==> config.mk <==
export PLATFORM = sky130hd
export DESIGN_NAME = instr_fetch_unit
export DESIGN_NICKNAME = d
export VERILOG_FILES = /design/src/rtl/instr_fetch_unit_pkg.sv /design/src/rtl/instr_fetch_unit_next_pc_calc.sv /design/src/rtl/instr_fetch_unit.sv
export SDC_FILE = /design/constraint.sdc
export NUM_CORES = 1
export LEC_CHECK = 0
export BUFFER_PORTS_ARGS = -buffer_cell sky130_fd_sc_hd__buf_2
export CAP_MARGIN = 15
export CORE_MARGIN = 2
export CORE_UTILIZATION = 51
export DETAILED_ROUTE_END_ITERATION = 8
export MAX_ROUTING_LAYER = met4
export PLACE_DENSITY = 0.86
export SYNTH_ARGS = -nofsm -noshare
export SYNTH_HDL_FRONTEND = slang
export SYNTH_SLANG_ARGS = --single-unit
==> constraint.sdc <==
create_clock -name CLK -period 7.05 [get_ports CLK]
set_clock_uncertainty 0.15 [all_clocks]
set_input_delay 0.3525 -clock CLK [delete_from_list [all_inputs] [get_ports CLK]]
set_output_delay 0.3525 -clock CLK [all_outputs]
set_load 0.1 [all_outputs]
==> src/rtl/instr_fetch_unit_pkg.sv <==
// Shared definitions for the instruction fetch unit:
// opcodes, fetch FSM encodings and the default reset PC.
package instr_fetch_unit_pkg;

    localparam logic [31:0] DEFAULT_RESET_PC = 32'h0040_0000;

    localparam logic [5:0] OP_RTYPE = 6'h00;
    localparam logic [5:0] OP_LW    = 6'h23;
    localparam logic [5:0] OP_SW    = 6'h2b;
    localparam logic [5:0] OP_ADDI  = 6'h08;
    localparam logic [5:0] OP_BEQ   = 6'h04;
    localparam logic [5:0] OP_J     = 6'h02;

    typedef enum logic [1:0] {
        BOOT  = 2'd0,
        FETCH = 2'd1,
        HOLD  = 2'd2,
        FAULT = 2'd3
    } fetch_state_t;

    function automatic logic [31:0] word_align(input logic [31:0] a);
        return {a[31:2], 2'b00};
    endfunction

endpackage

==> src/rtl/instr_fetch_unit_next_pc_calc.sv <==
// Next-PC selection for the fetch stage:
// jump, taken branch, or sequential.
import instr_fetch_unit_pkg::*;

module instr_fetch_unit_next_pc_calc (
    input  logic [31:0] pc,
    input  logic [25:0] instr_idx,
    input  logic        jump,
    input  logic        branch,
    input  logic        zero,
    output logic [31:0] pc_plus4,
    output logic [31:0] next_pc
);

    logic [31:0] boff;

    assign pc_plus4 = pc + 32'd4;
    assign boff = {{14{instr_idx[15]}}, instr_idx[15:0], 2'b00};

    // Jump outranks a simultaneous taken branch.
    always_comb begin
        next_pc = pc_plus4;
        priority case (1'b1)
            jump:          next_pc = {pc_plus4[31:28], instr_idx, 2'b00};
            branch & zero: next_pc = pc_plus4 + boff;
            default:       next_pc = pc_plus4;
        endcase
    end

endmodule

==> src/rtl/instr_fetch_unit.sv <==
// Fetch stage: PC, imem req/ack handshake, held instruction.
// Optional ack watchdog enabled by defining IMEM_TIMEOUT_EN.
import instr_fetch_unit_pkg::*;

module instr_fetch_unit #(
    parameter logic [31:0] RESET_PC       = DEFAULT_RESET_PC,
    parameter int unsigned TIMEOUT_CYCLES = 255
) (
    input  logic        CLK,
    input  logic        RST,
    output logic        ImemReq,
    output logic [31:0] ImemAddr,
    input  logic        ImemAck,
    input  logic [31:0] ImemRData,
    output logic [31:0] Instr,
    output logic        InstrValid,
    input  logic        Advance,
    input  logic        Jump,
    input  logic        Branch,
    input  logic        Zero,
    output logic [31:0] PC,
    output logic [31:0] PCPlus4,
    output logic        ImemTimeout
);

    fetch_state_t state;
    fetch_state_t state_nx;

    logic [31:0] pc_q;
    logic [31:0] instr_q;
    logic        valid_q;
    logic [31:0] next_pc;
    logic        take_ack;
    logic        retire;

    assign take_ack = (state == FETCH) && ImemAck;
    assign retire   = (state == HOLD) && Advance;

    instr_fetch_unit_next_pc_calc u_npc (
        .pc        (pc_q),
        .instr_idx (instr_q[25:0]),
        .jump      (Jump),
        .branch    (Branch),
        .zero      (Zero),
        .pc_plus4  (PCPlus4),
        .next_pc   (next_pc)
    );

`ifdef IMEM_TIMEOUT_EN
    localparam int CLOG_W = $clog2(TIMEOUT_CYCLES + 1);
    localparam int WCNT_W = (CLOG_W > 8) ? CLOG_W : 8;
    localparam logic [WCNT_W-1:0] TO_LAST =
        WCNT_W'(TIMEOUT_CYCLES - 1);

    logic [WCNT_W-1:0] wcnt;
    logic              wd_hit;

    assign wd_hit = !ImemAck && (wcnt == TO_LAST);

    // Counter idles at zero outside FETCH, so entry clears it.
    always_ff @(posedge CLK or posedge RST) begin
        if (RST) begin
            wcnt <= '0;
        end else if (state != FETCH) begin
            wcnt <= '0;
        end else if (!ImemAck) begin
            wcnt <= wcnt + WCNT_W'(1);
        end
    end

    assign ImemTimeout = (state == FAULT);
`else
    localparam logic TO_TIE = (TIMEOUT_CYCLES == 0) ? 1'b0 : 1'b0;

    logic wd_hit;

    assign wd_hit      = 1'b0;
    assign ImemTimeout = TO_TIE;
`endif

    always_ff @(posedge CLK or posedge RST) begin
        if (RST) begin
            state <= BOOT;
        end else begin
            state <= state_nx;
        end
    end

    always_comb begin
        state_nx = state;
        unique case (state)
            BOOT:  state_nx = FETCH;
            FETCH: begin
                if (ImemAck) begin
                    state_nx = HOLD;
                end else if (wd_hit) begin
                    state_nx = FAULT;
                end
            end
            HOLD:  begin
                if (Advance) begin
                    state_nx = FETCH;
                end
            end
            FAULT: state_nx = FAULT;
            default: state_nx = BOOT;
        endcase
    end

    always_ff @(posedge CLK or posedge RST) begin
        if (RST) begin
            pc_q    <= word_align(RESET_PC);
            instr_q <= 32'h0;
            valid_q <= 1'b0;
        end else if (take_ack) begin
            instr_q <= ImemRData;
            valid_q <= 1'b1;
        end else if (retire) begin
            pc_q    <= next_pc;
            valid_q <= 1'b0;
        end
    end

    assign ImemReq    = (state == FETCH);
    assign ImemAddr   = pc_q;
    assign PC         = pc_q;
    assign Instr      = instr_q;
    assign InstrValid = valid_q;

endmodule

Word-level counts from Yosys, hierarchy flattened:

Cells that the tools add are included.

* register bits: 67
* bits in latches: 0
* bits in writable memories: 0
* ROM bits: 0
* bits of input ports: 39
* output and inout port bits: 131
* word-level logic and storage cells: 26
* memories: 0

* $add $sub $neg: 2
* $mul: 0
* div/mod/pow operators: 0
* order comparisons: 0
* equal/unequal tests: 5
* shift-type cells: 0
* mux-type cells: 7
* bitwise operators: 2
* reductions and logical operators: 6

Operator list (count)
* 2-to-1 mux 32 bit: 2
* adder 32 x 3 -> 32 bit, second input constant: 1
* adder 32 bit: 1
* case mux 2 bit (4 select lines): 1
* equality test 2 bit, second input constant: 2
* 2-to-1 mux 2 bit: 2
* AND reduction 2 bit: 2
* equality test 2 x 1 -> 1 bit, second input constant: 1
* logical AND 1 bit: 2
* zero test 2 bit: 1
* 2-to-1 mux 1 bit: 2
* inequality test 2 x 1 -> 1 bit, second input constant: 1
* inequality test 2 bit, second input constant: 1
* nonzero test 2 bit: 1
* bitwise AND 1 bit: 1
* inverter 1 bit: 1

Logic depth before layout (Yosys ltp):

Gate-level depths: netlist (run 1).

* word-level depth: 4
* depth in mapped cells: 17
* mapped depth without buffers: 17

By module:

From an unflattened synthesis (run 1), not the netlist that was laid out.

* cells, all modules: 588
* area total of the unflattened synthesis: 5665.4 um^2

Modules (own cells, without submodules)
* instr_fetch_unit: instances 1, cells each 181, area each 2916.5 um^2, seq. area each 1677.9 um^2
* instr_fetch_unit_next_pc_calc: instances 1, cells each 407, area each 2748.9 um^2, seq. area each 0.0 um^2

Worst setup path after synthesis (run 1):

OpenSTA, ideal clock, no wires.

* path kind: flip-flop to flip-flop
* start: reg pc_q[2] (netlist: ImemAddr[2])
* end: reg pc_q[31] (netlist: ImemAddr[31])
* setup time: 0.126 ns
* arrival time: 6.124 ns
* data required time: 6.774 ns
* slack: 0.650 ns
* stages on the path, launching flop included: 17
* path buffers: 0
* clock period less this slack: 6.400 ns
* path through: dfrtp_1 ha_1 nand4_1 nor4_2 and2_1 nand4_1 xnor2_1 ha_1 a21oi_1 o21ai_1 a221oi_1 o21ai_0 o211ai_2 a21oi_1 o211a_1 xnor2_1 mux2_2

* longest elaborated chain between the ends: 4

RTL lines
* start: declaration: RTL line instr_fetch_unit.sv:29 `logic [31:0] pc_q;`
* start signal: assignment: RTL line instr_fetch_unit.sv:112 `pc_q <= word_align(RESET_PC);`
* start signal: assignment: RTL line instr_fetch_unit.sv:119 `pc_q <= next_pc;`
* adder 32 x 3 -> 32 bit: RTL line instr_fetch_unit_next_pc_calc.sv:17 `assign pc_plus4 = pc + 32'd4;`
* via PCPlus4[18]: RTL line instr_fetch_unit.sv:22 `output logic [31:0] PCPlus4,`
* adder 32 bit: RTL line instr_fetch_unit_next_pc_calc.sv:25 `branch & zero: next_pc = pc_plus4 + boff;`
* 2-to-1 mux 32 bit (2 in series): RTL line instr_fetch_unit_next_pc_calc.sv:23 `priority case (1'b1)`

The timed path passes the listed nets, and every way through them passes these cells.
A chain may end at the register's enable or synchronous reset.

Worst setup path in the final report (run 1):

* start: reg pc_q[2] (netlist: ImemAddr[2])
* end: reg pc_q[31] (netlist: ImemAddr[31])

* longest elaborated chain between the ends: 4

RTL lines (RTL line)
* adder 32 x 3 -> 32 bit (*): instr_fetch_unit_next_pc_calc.sv:17
* adder 32 bit: instr_fetch_unit_next_pc_calc.sv:25
* 2-to-1 mux 32 bit: instr_fetch_unit_next_pc_calc.sv:23
* 2-to-1 mux 32 bit (*): instr_fetch_unit_next_pc_calc.sv:23

Every way passes the cells marked *; elsewhere a longest branch is shown, timed or not.

==> results of run 1 <==
[cell families after synthesis]
family | share of synthesized area
DFF | 0.299
buffers and inverters | 0.0775
other | 0.000689
xor gates and xnor gates | 0.0757
and+or+nand+nor | 0.164
muxes | 0.0761
adders and majority gates | 0.0865
AOI/OAI and AO/OA | 0.220
[per-stage QoR]
| stage | setup slack, ns | instance area, um^2 | util |
|---|---|---|---|
| floorplan | 0.650 | 5460 | - |
| global placement | 2.88 | 6110 | 0.592 |
| detailed placement | 2.75 | 6110 | 0.592 |
| CTS | 2.73 | 6300 | 0.610 |
| global route | 2.18 | 6300 | 0.610 |
| finish | 2.63 | 6300 | 0.610 |
[flip-flops by register name, indices dropped and copies added (netlist names)]
register / count
state: 2
Instr: 32
ImemAddr: 30
InstrValid: 1
[per-layer routing]
metal	vias up	track usage	routed length, um
met5	-	-	0
met4	0	0.103	355
met3	33	0.0393	1110
met2	228	0.421	7120
met1	2399	0.381	6820
li1	2520	-	-
[cell usage in the layout, fill, tap and decap left out, types with 3 or more instances in the layout]
cell       instances
a21o_1            21
clkbuf_8          10
nor3_1             8
o2111ai_1          3
nor2_1            45
conb_1             7
buf_2            162
and2_1             3
buf_4              4
and3_1             8
o22ai_1            3
xnor2_1           31
dfrtp_1           64
a22o_1             3
inv_1             14
o21bai_1           3
or3_1              7
o211ai_1           5
mux2_2            35
o21ai_1            3
xor2_1            16
nand4_1            7
nand2_1           72
a211o_1            4
o21ai_0           45
nand2b_1           5
o21a_1             3
a21oi_1           58
a211oi_1          11
nand3_1           24
ha_1              36
a31oi_1            3
[cells in the mapped netlist (4+ instances only)]
library cell | count | area (um^2)
nor2_1 | 45 | 169
a21o_1 | 21 | 158
xnor2_1 | 31 | 272
nand2b_1 | 5 | 31.3
nor3_1 | 8 | 40.0
nand2_1 | 72 | 270
mux2_2 | 35 | 394
ha_1 | 36 | 450
clkbuf_1 | 21 | 78.8
xor2_1 | 16 | 140
a211o_1 | 4 | 35.0
a211oi_1 | 11 | 82.6
or3_1 | 7 | 43.8
o211ai_1 | 5 | 37.5
dfrtp_1 | 64 | 1600
nand4_1 | 7 | 43.8
a21oi_1 | 58 | 290
buf_4 | 37 | 278
inv_1 | 15 | 56.3
o21ai_0 | 45 | 225
and3_1 | 8 | 50.1
nand3_1 | 24 | 120
[worst max-delay path by stage]
stage,start,end,cells past startpoint,slack (ns)
3_3_place_gp,ImemAddr[2],ImemAddr[31],16,2.88
5_1_grt,ImemAddr[2],ImemAddr[31],16,2.18
4_1_cts,ImemAddr[2],ImemAddr[31],16,2.73
2_1_floorplan,ImemAddr[2],ImemAddr[31],16,0.65
6_report,ImemAddr[2],ImemAddr[31],16,2.63
3_5_place_dp,ImemAddr[2],ImemAddr[31],16,2.75
[final cells by class]
type                    instances  area (um^2)
flip-flops and latches         65         1630
clock buffers                  10          138
well taps                     136          170
multi-input cells             507         3410
fillers                       886         4020
repair buffers                166          841
inverters                      15         56.3
clock inverters                 5         56.3
==> flow_metrics.py, run 1 <==
metrics = {
    "outcome": {
        "status": "complete, no violations",
    },
    "hold_path": {
        "holdPathStages": 2,
        "min_to": "Instr[24]",
        "min_path_type": "in2reg",
        "worstHoldStart": "ImemRData[24]",
    },
    "global_route": {
        "grt_usage": 0.278,
        "overflow": 0,
        "grt_pass1_wl_mm": 24.4,
        "grt_max_degree": 66,
        "grt_pass1_vias": 4815,
        "antenna_found_initial": 0,
    },
    "synth": {
        "synth_warnings": 0,
        "ys_async_sr_fraction": 1.00,
        "synth_area_um2": 5440,
        "synth-edff-count": 0,
        "netlist-cell-type-count": 62,
        "synth_seq_area_share": 0.299,
        "ys_seq_elements": 65,
        "synthesis.instances": 641,
        "synth_flop_cell": "dfrtp_1",
        "avgSynthCellArea_um2": 8.49,
    },
    "floorplan": {
        "initial_core_util": 0.527,
        "ioPinCount": 170,
        "dieHeight_um": 107,
        "die_w_um": 107,
        "rows": 37,
        "die-area_um2": 11500,
        "coreArea_um2": 10300,
    },
    "timing": {
        "setup_viol": 0,
        "period_share": 0.626,
        "tightest_slew_ns": 0.918,
        "max_slew_margin": 0.388,
        "report.final.hold_viol_count": 0,
        "report.final.slew_viol_count": 0,
        "period_needed_ns": 4.42,
        "rsz0062_at_grt": "false",
        "fin_hold_ws_ns": 0.0591,
        "fmax_ghz": 0.226,
        "timing.setup.tns_ns": 0,
    },
    "drt": {
        "firstDrtPassIters": 6,
        "vias_per_cell": 5.73,
        "ant_nets": 0,
        "vias": 5180,
        "drt_iter0_drc": 545,
        "wire_per_inst_um": 17.0,
        "routed_wl_mm": 15.4,
        "drc": 0,
    },
    "clock_tree": {
        "cts.clk_slew.worst_paths_ns": 0.08,
        "cts_tree": "done",
        "h-tree-depth": 3,
        "postCtsHoldBufs": 0,
        "cts-root-buf": "clkbuf_8",
        "numCtsBuffers": 9,
        "cts_resized": 0,
        "post_cts_buffers": 0,
        "clockBufferDepth": 2,
        "cts_num_sinks": 65,
        "clkLatencyLatePin_ns": 0.37,
    },
    "worst_setup_path": {
        "r2r_slack_ns": 2.63,
        "rr_endpoint": "ImemAddr[31]",
        "cp.buffers_inverters": 0,
        "cp-end-kind": "flop",
        "timing.rr.start": "ImemAddr[2]",
        "rr_worst_depth": 16,
        "max_stage_delay_ns": 0.46,
        "critPathTopFamily": "compound AO/OA/AOI/OAI gates",
        "worstPathArrival_ns": 4.52,
        "crit_path_cell_trace": "ha_1, nand4_1, nor4_2, and2_1, nand4_1, xnor2_1, ha_1, a21oi_1, o21ai_1, a221oi_1, o21ai_0, o211ai_2, a21oi_1, o211a_1, xnor2_1, mux2_2",
        "cp_slowest_cell": "dfrtp_1",
        "critical_path_class": "reg2reg",
        "crit_required_ns": 7.16,
        "path_max_fanout": 7,
        "crit_path_start_kind": "flop",
    },
    "finish": {
        "area_growth_pct": 15.8,
        "final_cells": 904,
        "drive_gt1_frac": 0.293,
        "antenna_cells": 0,
        "nets": 840,
    },
    "job": {
        "drv_cap": 0,
    },
    "place": {
        "globalplace.congestion": 1.01,
        "placedCellCount": 889,
        "dp_hpwl_mm": 11.6,
        "io_buffers": 162,
    },
}
Power of run 1 is not shown: default switching activity piles up to over one toggle a cycle in this logic, so the estimate is an artifact.
==> inputs of run 2 (changes only) <==
Clock period 7.05 ns to 4.5 ns, I/O delays scaled along.
==> run 2 against run 1 <==
  * Critical path depth unchanged
  * Largest cell class unchanged
  * Flip-flop and latch count unchanged
  * Register-to-register slack got worse by 2.4 ns
  * First-iteration DRC count is 8.1% lower
  * Core utilization increased by 8.9 points
  * Non-clock buffer count rose by 37
  * Design area increased by 15%
==> flow_metrics.py, run 2 (same netlist as run 1, synthesis figures left out) <==
metrics = {
    "floorplan": {
        "die_w_um": 107,
        "initial_core_util": 0.527,
        "die-area_um2": 11500,
        "coreArea_um2": 10300,
        "ioPinCount": 170,
        "dieHeight_um": 107,
        "rows": 37,
    },
    "clock_tree": {
        "cts_tree": "done",
        "cts_num_sinks": 65,
        "h-tree-depth": 3,
        "cts-root-buf": "clkbuf_8",
        "numCtsBuffers": 9,
        "clockBufferDepth": 2,
        "cts.clk_slew.worst_paths_ns": 0.08,
        "clkLatencyLatePin_ns": 0.36,
    },
    "place": {
        "globalplace.congestion": 1.02,
        "pre_cts_slack_ns": 0.310,
        "io_buffers": 162,
        "dp_hpwl_mm": 13.2,
        "placed_area_um2": 6600,
    },
    "timing": {
        "timing.setup.tns_ns": 0,
        "tightest_slew_ns": 0.952,
        "rsz0062_at_grt": "false",
        "max_slew_margin": 0.365,
        "report.final.hold_viol_count": 0,
        "period_share": 0.940,
        "period_needed_ns": 4.23,
        "setup_ws_ns": 0.270,
        "setup_viol": 0,
        "report.final.slew_viol_count": 0,
        "fmax_ghz": 0.236,
    },
    "worst_setup_path": {
        "crit_required_ns": 4.57,
        "critical_path_class": "reg2reg",
        "crit_path_start_kind": "flop",
        "path_max_fanout": 7,
        "worstPathArrival_ns": 4.30,
        "cp-end-kind": "flop",
    },
    "hold_path": {
        "min_path_type": "in2reg",
    },
    "finish": {
        "largest_reg_flops": 32,
        "fill_cells": 772,
        "antenna_cells": 0,
        "layout_common_cells": "162 x buf_2, 71 x nand2_1, 56 x a21oi_1",
        "nets": 877,
        "multi_input_area_um2": 3870,
        "final_common_cell": "buf_2",
        "drive_gt1_frac": 0.352,
        "design_area_um2": 7220,
        "regArea_um2": 1650,
        "area_growth_pct": 32.7,
    },
    "global_route": {
        "antenna_found_initial": 0,
        "grt_pass1_wl_mm": 28.9,
        "overflow": 0,
        "grt_pass1_vias": 5451,
        "grt_max_degree": 47,
        "grt_usage": 0.334,
    },
    "job": {
        "drv_cap": 0,
    },
    "outcome": {
        "status": "complete, no violations",
    },
    "drt": {
        "drt_iter0_drc": 501,
        "vias_per_cell": 5.96,
        "vias": 5618,
        "ant_nets": 0,
        "wire_per_inst_um": 19.5,
        "drc": 0,
        "firstDrtPassIters": 5,
        "routed_wl_mm": 18.4,
    },
}
## run 2: worst max-delay path, stage by stage (launching register included)
cell and delay (ns):
dfrtp_2 0.46, ha_4 0.18, nand4_1 0.22, nor4_4 0.33, nand2_1 0.11, nor2_2 0.31
nand3_2 0.21, xnor2_4 0.20, ha_1 0.38, a21o_1 0.19, a21o_1 0.20, a21oi_1 0.21
nor2_1 0.08, a2111oi_0 0.41, o21ai_0 0.21, xnor2_1 0.18, a21oi_1 0.08
## run 2: metrics by stage
| stage | cells | util | hold slack [ns] |
|---|---|---|---|
| 2_1_floorplan | 647 | - | 0.213 |
| 3_3_place_gp | 891 | 0.639 | 0.210 |
| 3_5_place_dp | 891 | 0.639 | 0.219 |
| 4_1_cts | 941 | 0.697 | 0.00888 |
| 5_1_grt | 942 | 0.699 | 0.0466 |
| 6_report | 942 | 0.699 | 0.0138 |
## run 2: repair_timing
action,in CTS,in global routing
hold buffers,34,0
setup endpoints to repair,0,1
gates resized for setup,0,2
buffers inserted,0,1
hold endpoints to repair,66,0
## run 2: worst paths after layout
kind | cells after the start | slack, ns | startpoint | to
min | 3 | 0.01 | Advance | state[1]
max reg2reg | 16 | 0.27 | ImemAddr[2] | ImemAddr[28]
min reg2reg | 2 | 0.33 | InstrValid | InstrValid
max in group asynchronous | 4 | 2.86 | RST | ImemAddr[8]
min in group asynchronous | 3 | 0.37 | RST | Instr[22]
max | 16 | 0.27 | ImemAddr[2] | ImemAddr[28]
## run 2: metal layers
| metal | wire (um) | vias up | share of wire | global-route usage |
|---|---|---|---|---|
| li1 | - | 2602 | - | - |
| met1 | 7830 | 2673 | 0.43 | 0.453 |
| met2 | 8510 | 296 | 0.46 | 0.511 |
| met3 | 1520 | 47 | 0.082 | 0.0630 |
| met4 | 535 | 0 | 0.029 | 0.100 |
| met5 | 0 | - | 0 | - |
## run 2: final cells by class
class                   instances  share of cell area
inverters                      15             0.00780
repair buffers                203               0.167
multi-input cells             507               0.537
flip-flops and latches         65               0.228
clock buffers                   9              0.0172
well taps                     136              0.0236
clock inverters                 7              0.0196
Power of run 2 is left out for the same reason.
==> inputs of run 3 (changes only) <==
--- a/constraint.sdc
+++ b/constraint.sdc
@@ -3,3 +3,3 @@
 set_input_delay 0.225 -clock CLK [delete_from_list [all_inputs] [get_ports CLK]]
 set_output_delay 0.225 -clock CLK [all_outputs]
-set_load 0.1 [all_outputs]
+set_load 0.005 [all_outputs]
==> run 3 against run 2 <==
  * Global-route usage down 2.8 points
  * Fmax grew 1.1%
  * Largest cell class unchanged
  * Worst hold slack better by 0.010 ns
  * Worst setup slack improved by 0.045 ns
  * Design area fell by 6.6%
  * Via count down 1.5%
  * Highest routed layer unchanged
==> flow_metrics.py, run 3 (same netlist as run 1, synthesis figures left out) <==
metrics = {
    "drt": {
        "vias": 5531,
        "drc": 0,
        "routed_wl_mm": 16.8,
        "drt_iter0_drc": 557,
        "wire_per_inst_um": 17.9,
        "ant_nets": 0,
        "vias_per_cell": 5.87,
        "firstDrtPassIters": 5,
    },
    "timing": {
        "fin_hold_ws_ns": 0.0239,
        "period_needed_ns": 4.19,
        "timing.setup.tns_ns": 0,
        "fmax_ghz": 0.239,
        "report.final.hold_viol_count": 0,
        "max_slew_margin": 0.361,
        "rsz0062_at_grt": "false",
        "period_share": 0.930,
        "tightest_slew_ns": 0.958,
        "setup_viol": 0,
        "report.final.slew_viol_count": 0,
    },
    "worst_setup_path": {
        "crit_top_cell": "a21o_1",
        "crit_required_ns": 4.57,
        "cp_slowest_cell": "dfrtp_1",
        "cp-end-kind": "flop",
        "crit_path_start_kind": "flop",
        "worstPathArrival_ns": 4.25,
        "crit_path_cell_trace": "nand4_1, nor3_1, nand3_2, nor3_4, xor2_1, ha_1, a21o_1, a21o_1, a21o_1, a21oi_1, nor2_1, a2111oi_0, o21ai_0, xnor2_1, a21oi_1",
        "path_max_fanout": 7,
        "max_stage_delay_ns": 0.49,
        "critical_path_class": "reg2reg",
    },
    "finish": {
        "largest_reg_flops": 32,
        "layout_common_cells": "162 x buf_2, 72 x nand2_1, 63 x dfrtp_1",
        "nets": 878,
        "drive_gt1_frac": 0.292,
        "final_common_cell": "buf_2",
        "fill_cells": 855,
        "area_growth_pct": 24.0,
        "antenna_cells": 0,
    },
    "job": {
        "drv_cap": 0,
    },
    "clock_tree": {
        "h-tree-depth": 3,
        "numCtsBuffers": 9,
        "cts_tree": "done",
        "cts_num_sinks": 65,
        "clockBufferDepth": 2,
        "cts-root-buf": "clkbuf_8",
        "cts.clk_slew.worst_paths_ns": 0.08,
        "clkLatencyLatePin_ns": 0.35,
    },
    "floorplan": {
        "ioPinCount": 170,
        "initial_core_util": 0.527,
        "die_w_um": 107,
        "rows": 37,
        "dieHeight_um": 107,
        "coreArea_um2": 10300,
        "die-area_um2": 11500,
    },
    "power_and_ir_drop": {
        "power.net_switching_mw": 2.25,
        "leakage_nw": 3.41,
        "p_seq_frac": 0.259,
        "power.density_nw_per_um2": 699,
        "power.internal_mw": 2.46,
        "p_sw_frac": 0.478,
        "clkPwrFrac": 0.116,
        "vdd_drop_max_v": 0.000474,
        "p_comb_frac": 0.625,
    },
    "global_route": {
        "grt_usage": 0.306,
        "grt_pass1_wl_mm": 27.0,
        "grt_pass1_vias": 5286,
        "antenna_found_initial": 0,
        "overflow": 0,
        "grt_max_degree": 66,
    },
    "place": {
        "io_buffers": 162,
        "globalplace.congestion": 0.981,
        "dp_hpwl_mm": 11.7,
    },
    "hold_path": {
        "min_path_type": "in2reg",
    },
    "outcome": {
        "status": "complete, no violations",
    },
}
[run 3: cell count changes in the layout (fill, tap and decap cells not counted), sizes merged]
cell | before | now
buf | 169 | 170
clkbuf | 9 | 12
clkinvlp | 1 | 2
bufinv | 4 | 1
inv | 16 | 15
[run 3: final timing paths]
path	startpoint	depth (start not counted)	to	slack, ns
max in group asynchronous	RST	4	ImemAddr[2]	3.08
min in group asynchronous	RST	4	Instr[20]	0.53
hold / removal	Advance	3	state[1]	0.02
hold reg to reg	InstrValid	2	InstrValid	0.34
setup / recovery	ImemAddr[8]	15	ImemAddr[28]	0.31
setup reg to reg	ImemAddr[8]	15	ImemAddr[28]	0.31
[run 3: per-layer routing]
metal / wire length (um) / part of all wire / up-vias / track usage
li1: - / - / 2590 / -
met1: 6980 / 0.41 / 2590 / 0.395
met2: 7910 / 0.47 / 306 / 0.471
met3: 1560 / 0.092 / 45 / 0.0732
met4: 397 / 0.024 / 0 / 0.108
met5: 0 / 0 / - / -
[run 3: power by group through the flow]
stage | logic (mW) | clock network (mW) | registers (mW)
3_3_place_gp | 2.77 | 0 | 1.20
2_1_floorplan | 2.00 | 0 | 1.14
3_5_place_dp | 2.80 | 0 | 1.21
5_1_grt | 3.25 | 0.581 | 1.27
4_1_cts | 2.85 | 0.555 | 1.20
6_report | 2.95 | 0.549 | 1.22
[run 3: area by class of cell]
cell class                      instances  area, um^2  share of cell area
Multi-Input combinational cell        507        3460               0.513
Sequential cell                        65        1630               0.242
Timing Repair Buffer                  204        1210               0.180
Tap cell                              136         170              0.0252
Clock buffer                           12         165              0.0245
Inverter                               15        56.3             0.00835
Clock inverter                          4        50.0             0.00742
[run 3: timing repair]
item	in CTS	in global routing
buffers inserted	0	1
gates resized for setup	0	10
setup endpoints to repair	0	6
hold buffers	34	0
endpoints found under the hold margin	36	0
[run 3: per-stage QoR]
step           utilization  instance area, um^2  setup WS [ns]  instances  power (mW)
3_3_place_gp         0.594                 6130          0.307        892        3.97
2_1_floorplan            -                 5460          0.550        647        3.14
4_1_cts              0.648                 6690          0.191        942        4.61
3_5_place_dp         0.594                 6130          0.229        892        4.01
5_1_grt              0.653                 6750         0.0145        943        5.09
6_report             0.653                 6750          0.315        943        4.71
[run 3: critical path: cells and delay by family, from the launching register on]
family / cells / cell delay (ns)
AO/OA/AOI/OAI: 7 / 1.37
AND/OR/NAND/NOR: 5 / 1.17
XOR/XNOR: 2 / 0.54
flip-flops: 1 / 0.49
adder cells (fa/ha/maj): 1 / 0.32
No activity file was read; power rests on OpenSTA's default activity.
